<file path="src/rtl/instr_sequencer.sv">
// Multi-cycle control sequencer: owns PC and IR, steps the datapath through
// fetch / decode / execute / memory / write-back, and stretches each RAM
// access by MEM_WAIT extra cycles. All control outputs are registered.
module instr_sequencer #(
    parameter int          MEM_WAIT = 0,
    parameter logic [7:0]  PC_RESET = 8'h00
) (
    input  logic        clk,
    input  logic        reset,
    input  logic        enable,
    input  logic [31:0] mem_data,
    input  logic        n,
    input  logic        z,
    input  logic        c,
    input  logic        v,
    output logic [7:0]  pc,
    output logic [31:0] ir,
    output logic [1:0]  rw,
    output logic        seladdbus,
    output logic        selldr,
    output logic        reg_we,
    output logic [3:0]  flags,
    output logic [2:0]  state,
    output logic        halted
);

    typedef enum logic [2:0] {
        S_IDLE   = 3'd0,
        S_FETCH  = 3'd1,
        S_DECODE = 3'd2,
        S_EXEC   = 3'd3,
        S_MEM    = 3'd4,
        S_WB     = 3'd5,
        S_HALTED = 3'd6
    } state_t;

    typedef enum logic [2:0] {
        C_ALU, C_LDR, C_STR, C_B, C_BZ, C_HALT
    } class_t;

    localparam logic [1:0] RW_NONE  = 2'b00;
    localparam logic [1:0] RW_READ  = 2'b01;
    localparam logic [1:0] RW_WRITE = 2'b10;
    localparam logic [3:0] WAIT_LAST = 4'(MEM_WAIT);

    state_t      state_reg;
    class_t      iclass_reg;
    class_t      iclass_next;
    logic [3:0]  wait_reg;
    logic [7:0]  pc_reg;
    logic [31:0] ir_reg;
    logic [1:0]  rw_reg;
    logic        seladdbus_reg;
    logic        selldr_reg;
    logic        reg_we_reg;
    logic [3:0]  flags_reg;
    logic        halted_reg;
    logic        access_last;

    assign access_last = (wait_reg == WAIT_LAST);

    // Map the opcode field to an instruction class, registered in DECODE.
    always_comb begin
        iclass_next = C_ALU;
        case (ir_reg[27:24])
            4'b1001: iclass_next = C_LDR;
            4'b1010: iclass_next = C_STR;
            4'b1011: iclass_next = C_B;
            4'b1100: iclass_next = C_BZ;
            4'b1111: iclass_next = C_HALT;
            default: iclass_next = C_ALU;
        endcase
    end

    // Sequencer FSM; strobes are set on the edge that enters their state.
    always_ff @(posedge clk or negedge reset) begin
        if (!reset) begin
            state_reg     <= S_IDLE;
            iclass_reg    <= C_ALU;
            wait_reg      <= 4'd0;
            pc_reg        <= PC_RESET;
            ir_reg        <= 32'd0;
            rw_reg        <= RW_NONE;
            seladdbus_reg <= 1'b0;
            selldr_reg    <= 1'b0;
            reg_we_reg    <= 1'b0;
            flags_reg     <= 4'd0;
            halted_reg    <= 1'b0;
        end else begin
            case (state_reg)
                S_IDLE: begin
                    if (enable) begin
                        state_reg <= S_FETCH;
                        rw_reg    <= RW_READ;
                        wait_reg  <= 4'd0;
                    end
                end
                S_FETCH: begin
                    if (access_last) begin
                        ir_reg    <= mem_data;
                        pc_reg    <= pc_reg + 8'd1;
                        rw_reg    <= RW_NONE;
                        state_reg <= S_DECODE;
                    end else begin
                        wait_reg <= wait_reg + 4'd1;
                    end
                end
                S_DECODE: begin
                    iclass_reg <= iclass_next;
                    state_reg  <= S_EXEC;
                end
                S_EXEC: begin
                    case (iclass_reg)
                        C_ALU: begin
                            flags_reg  <= {n, z, c, v};
                            reg_we_reg <= 1'b1;
                            selldr_reg <= 1'b0;
                            state_reg  <= S_WB;
                        end
                        C_LDR, C_STR: begin
                            seladdbus_reg <= 1'b1;
                            rw_reg        <= (iclass_reg == C_LDR) ? RW_READ : RW_WRITE;
                            wait_reg      <= 4'd0;
                            state_reg     <= S_MEM;
                        end
                        C_B, C_BZ: begin
                            // BZ tests the Z flag latched by an earlier ALU op.
                            if (iclass_reg == C_B || flags_reg[2]) begin
                                pc_reg <= ir_reg[7:0];
                            end
                            if (enable) begin
                                state_reg <= S_FETCH;
                                rw_reg    <= RW_READ;
                                wait_reg  <= 4'd0;
                            end else begin
                                state_reg <= S_IDLE;
                            end
                        end
                        C_HALT: begin
                            halted_reg <= 1'b1;
                            state_reg  <= S_HALTED;
                        end
                        default: state_reg <= S_IDLE;
                    endcase
                end
                S_MEM: begin
                    if (access_last) begin
                        rw_reg        <= RW_NONE;
                        seladdbus_reg <= 1'b0;
                        if (iclass_reg == C_LDR) begin
                            reg_we_reg <= 1'b1;
                            selldr_reg <= 1'b1;
                            state_reg  <= S_WB;
                        end else if (enable) begin
                            state_reg <= S_FETCH;
                            rw_reg    <= RW_READ;
                            wait_reg  <= 4'd0;
                        end else begin
                            state_reg <= S_IDLE;
                        end
                    end else begin
                        wait_reg <= wait_reg + 4'd1;
                    end
                end
                S_WB: begin
                    reg_we_reg <= 1'b0;
                    selldr_reg <= 1'b0;
                    if (enable) begin
                        state_reg <= S_FETCH;
                        rw_reg    <= RW_READ;
                        wait_reg  <= 4'd0;
                    end else begin
                        state_reg <= S_IDLE;
                    end
                end
                S_HALTED: begin
                    // Only reset leaves this state.
                    state_reg <= S_HALTED;
                end
                default: begin
                    state_reg     <= S_IDLE;
                    rw_reg        <= RW_NONE;
                    seladdbus_reg <= 1'b0;
                    selldr_reg    <= 1'b0;
                    reg_we_reg    <= 1'b0;
                    halted_reg    <= 1'b0;
                end
            endcase
        end
    end

    assign pc        = pc_reg;
    assign ir        = ir_reg;
    assign rw        = rw_reg;
    assign seladdbus = seladdbus_reg;
    assign selldr    = selldr_reg;
    assign reg_we    = reg_we_reg;
    assign flags     = flags_reg;
    assign state     = state_reg;
    assign halted    = halted_reg;

endmodule

</file>
<file path="config.mk">
export PLATFORM = sky130hd
export DESIGN_NAME = instr_sequencer
export DESIGN_NICKNAME = d
export VERILOG_FILES = /design/src/rtl/instr_sequencer.sv
export SDC_FILE = /design/constraint.sdc
export NUM_CORES = 1
export LEC_CHECK = 0
export ABC_AREA = 1
export CAP_MARGIN = 10
export CORE_MARGIN = 4
export CORE_UTILIZATION = 50
export DETAILED_ROUTE_END_ITERATION = 8
export GPL_TIMING_DRIVEN = 0
export PLACE_DENSITY = 0.86
export SLEW_MARGIN = 20
export SYNTH_ARGS = -nofsm -noshare
export SYNTH_HDL_FRONTEND = slang
export SYNTH_SLANG_ARGS = --single-unit
export TNS_END_PERCENT = 50
</file>
<file path="constraint.sdc">
create_clock -name clk -period 2.8 [get_ports clk]
set_clock_uncertainty 0.2 [all_clocks]
set_input_delay 0.28 -clock clk [delete_from_list [all_inputs] [get_ports clk]]
set_output_delay 0.28 -clock clk [all_outputs]
set_load 0.05 [all_outputs]
</file>
==> flow_summary_export.csv <==
group,metric,value,unit
outcome,status,"finished, final reports clean",
finish,multiInputGateArea,0.001516,sq mm
critical_path,cp_slowest_cell,"clkdlybuf4s50_1",
detailed_routing,drt_first_pass_iters,4,
finish,drive_gt1_share,14.05,%
synth,synthCells,375,
sta,worst-slew-pin-transition,559.5,ps
critical_path,path_max_fanout,7,
detailed_routing,ant_nets,0,
clock_tree,cts_resized,0,
worst_hold_path,hp-class,"primary input to asynchronous set/reset pin",
synth,synth_nets,417,
global_routing,grt_pass1_vias,3018,
global_routing,grt_pass1_wl,14060,um
floorplan,ios,92,
sta,period_needed,2216,ps
critical_path,reg2regPathDepth,10,
finish,final_cells,561,
synth,netlist_area,0.003241,sq mm
critical_path,rr_endpoint,"wait_reg[0]",
clock_tree,numCtsBuffers,9,
sta,hold_violations,0,
run,max_cap_violations,0,
place,io_buffers,91,
synth,synthDistinctLibCells,27,
floorplan,die_h,88.51,um
floorplan,coreArea,0.006314,sq mm
synth,synth.most_common_cell,"nand2_1",
place,placed_area,0.004273,sq mm
global_routing,antenna_found_initial,0,
floorplan,start_util,51.33,%
synth,yosys-top-cells-area,"dfrtp_1 46%, nand2_1 13%, mux2_4 12%",
finish,diodes,0,
synth,synth_warnings,0,
synth,synth_top_area_share,46.33,%
critical_path,reg2reg_slack,740,ps
synth,synth_seq_area_share,46.33,%
finish,seq_area,0.001501,sq mm
power_and_ir_drop,vdd_drop_max,0.9608,mV
synth,synthArstFlopShare,100.0,%
clock_tree,cts_hold_buffers,1,
critical_path,timing.rr.start,"wait_reg[0]",
detailed_routing,drc,0,
finish,utilization,71.36,%
clock_tree,cts_tree,"yes",
place,hpwl,6248,um
place,placed_cells,544,
synth,syn_area_per_cell,8.642,sq um
clock_tree,post_cts.repair.setup_buffers,0,
detailed_routing,vias,2957,
detailed_routing,wl,8444,um
sta,slew_viol_final,0,
synth,ys_seq_elements,60,
sta,relSlewSlack,62.31,%
synth,yosys-top-cells-count,"115 x nand2_1, 60 x dfrtp_1, 36 x nand3_1",
synth,synth_flop_cell,"dfrtp_1",
floorplan,rows,29,
detailed_routing,via_per_inst,5.271,
sta,finalCritPeriodShare,79.15,%
detailed_routing,first_iter_violations,195,
critical_path,slowest_delay,870,ps
detailed_routing,post_drt_wl_per_cell,15.05,um
place,preCtsSetupSlack,752.4,ps
power_and_ir_drop,power_leakage,2.229,nW
clock_tree,path_clk_slew,80,ps
critical_path,arrival,1740,ps
clock_tree,htreeDepth,3,
sta,fmax,0.4512,GHz
floorplan,die_x,88.51,um
synth,synth_top_cell_by_area,"dfrtp_1",
critical_path,crit_family,"buffers and inverters",
clock_tree,cts-root-buf,"clkbuf_8",
floorplan,die_area,0.007833,sq mm
critical_path,worstSetupStartpointType,"flip-flop",
sta,setup_slack,583.9,ps
global_routing,grt-ovfl-total,0,
finish,fillCellCount,476,
sta,setup_viol,0,
sta,rsz0062_at_grt,"no",
global_routing,grt_max_degree,52,
critical_path,endpoint_kind,"primary output",
critical_path,path_cells,"clkdlybuf4s50_1",
synth,synth-edff-count,0,
global_routing,grt_use_total,23.36,%
sta,whs,115.2,ps
critical_path,critical_path_class,"flip-flop to primary output",
place,gp_congestion,0.8593,
finish,largest_reg_flops,32,
clock_tree,clockBufferDepth,2,
power_and_ir_drop,powerDensity,1461,mW/mm^2
finish,finalNetCount,521,
critical_path,cp.buffers_inverters,1,
clock_tree,worst_skew_pair.late_latency,340,ps
finish,area_growth,39.03,%
finish,finalInstanceArea,0.004506,sq mm
critical_path,required,2320,ps
clock_tree,clock-sinks,60,
## power breakdown
part,internal (W),total [W],switching [W],leakage (nW)
Clock,0.000506,0.000882,0.000377,0.110
Combinational,0.00151,0.00406,0.00256,1.39
Sequential,0.00128,0.00164,0.000359,0.731
Total,0.00329,0.00658,0.00329,2.23
## metal layers
metal  global-route usage (%)  routed length, um  vias up
met5                        0                  0        -
met4                    8.242                 99        0
met3                    7.635                663        8
met2                    40.72               4313      112
met1                    26.88               3366     1405
li1                         -                  -     1432
## cells by family after synthesis
kind of cell,Yosys count,synth area share (%)
compound gates,38,6.757
fa+ha+maj,3,1.158
buf+inv,46,6.872
flops,60,46.33
mux,25,11.58
simple gates,203,27.30
## layout by cell type, fill, tap and decap left out, types with 3 or more instances in the layout
| cell type | n |
|---|---|
| buf_6 | 6 |
| nand3_1 | 36 |
| mux2_4 | 25 |
| nand2_1 | 115 |
| inv_2 | 3 |
| nand2_2 | 5 |
| clkbuf_8 | 9 |
| a21oi_1 | 15 |
| inv_1 | 35 |
| dfrtp_1 | 60 |
| nand4_1 | 8 |
| o21ai_0 | 14 |
| nor3_1 | 3 |
| ha_1 | 3 |
| clkdlybuf4s50_1 | 90 |
| o21ai_1 | 3 |
| nor2_1 | 28 |
## stage by stage
step	setup TNS, ps	power (W)
floorplan	0	0.004464
global placement	-37440	0.005580
detailed placement	0	0.005691
CTS	0	0.006622
global route	0	0.006984
finish	0	0.006582
## worst reg2reg max path, delay by kind of cell, from the launching register on
| family | cells | cell delay [ps] |
|---|---|---|
| buffers and inverters | 3 | 280 |
| flip-flops | 1 | 470 |
| AND/OR/NAND/NOR | 6 | 770 |
| adder cells (fa/ha/maj) | 1 | 240 |
## area by class of cell
class                           instances  area share [%]
Buffer                                  8           1.777
Clock inverter                          7           2.194
Clock buffer                            9           2.749
Tap cell                               77           2.138
Inverter                               38           3.166
Multi-Input combinational cell        269           33.66
Sequential cell                        60           33.32
Timing Repair Buffer                   93           20.99
## how the worst max path moves through the flow
stage           startpoint          end  slack (ps)  cells past startpoint
2_1_floorplan     state[0]       ir[14]         860                      5
3_3_place_gp         reset       ir[17]        -630                      1
3_5_place_dp   wait_reg[0]  wait_reg[0]         750                     10
4_1_cts           state[0]     state[0]         560                      1
5_1_grt           state[0]     state[0]         510                      1
6_report          state[0]     state[0]         580                      1
Note: power is estimated with default switching activity, not from simulation.
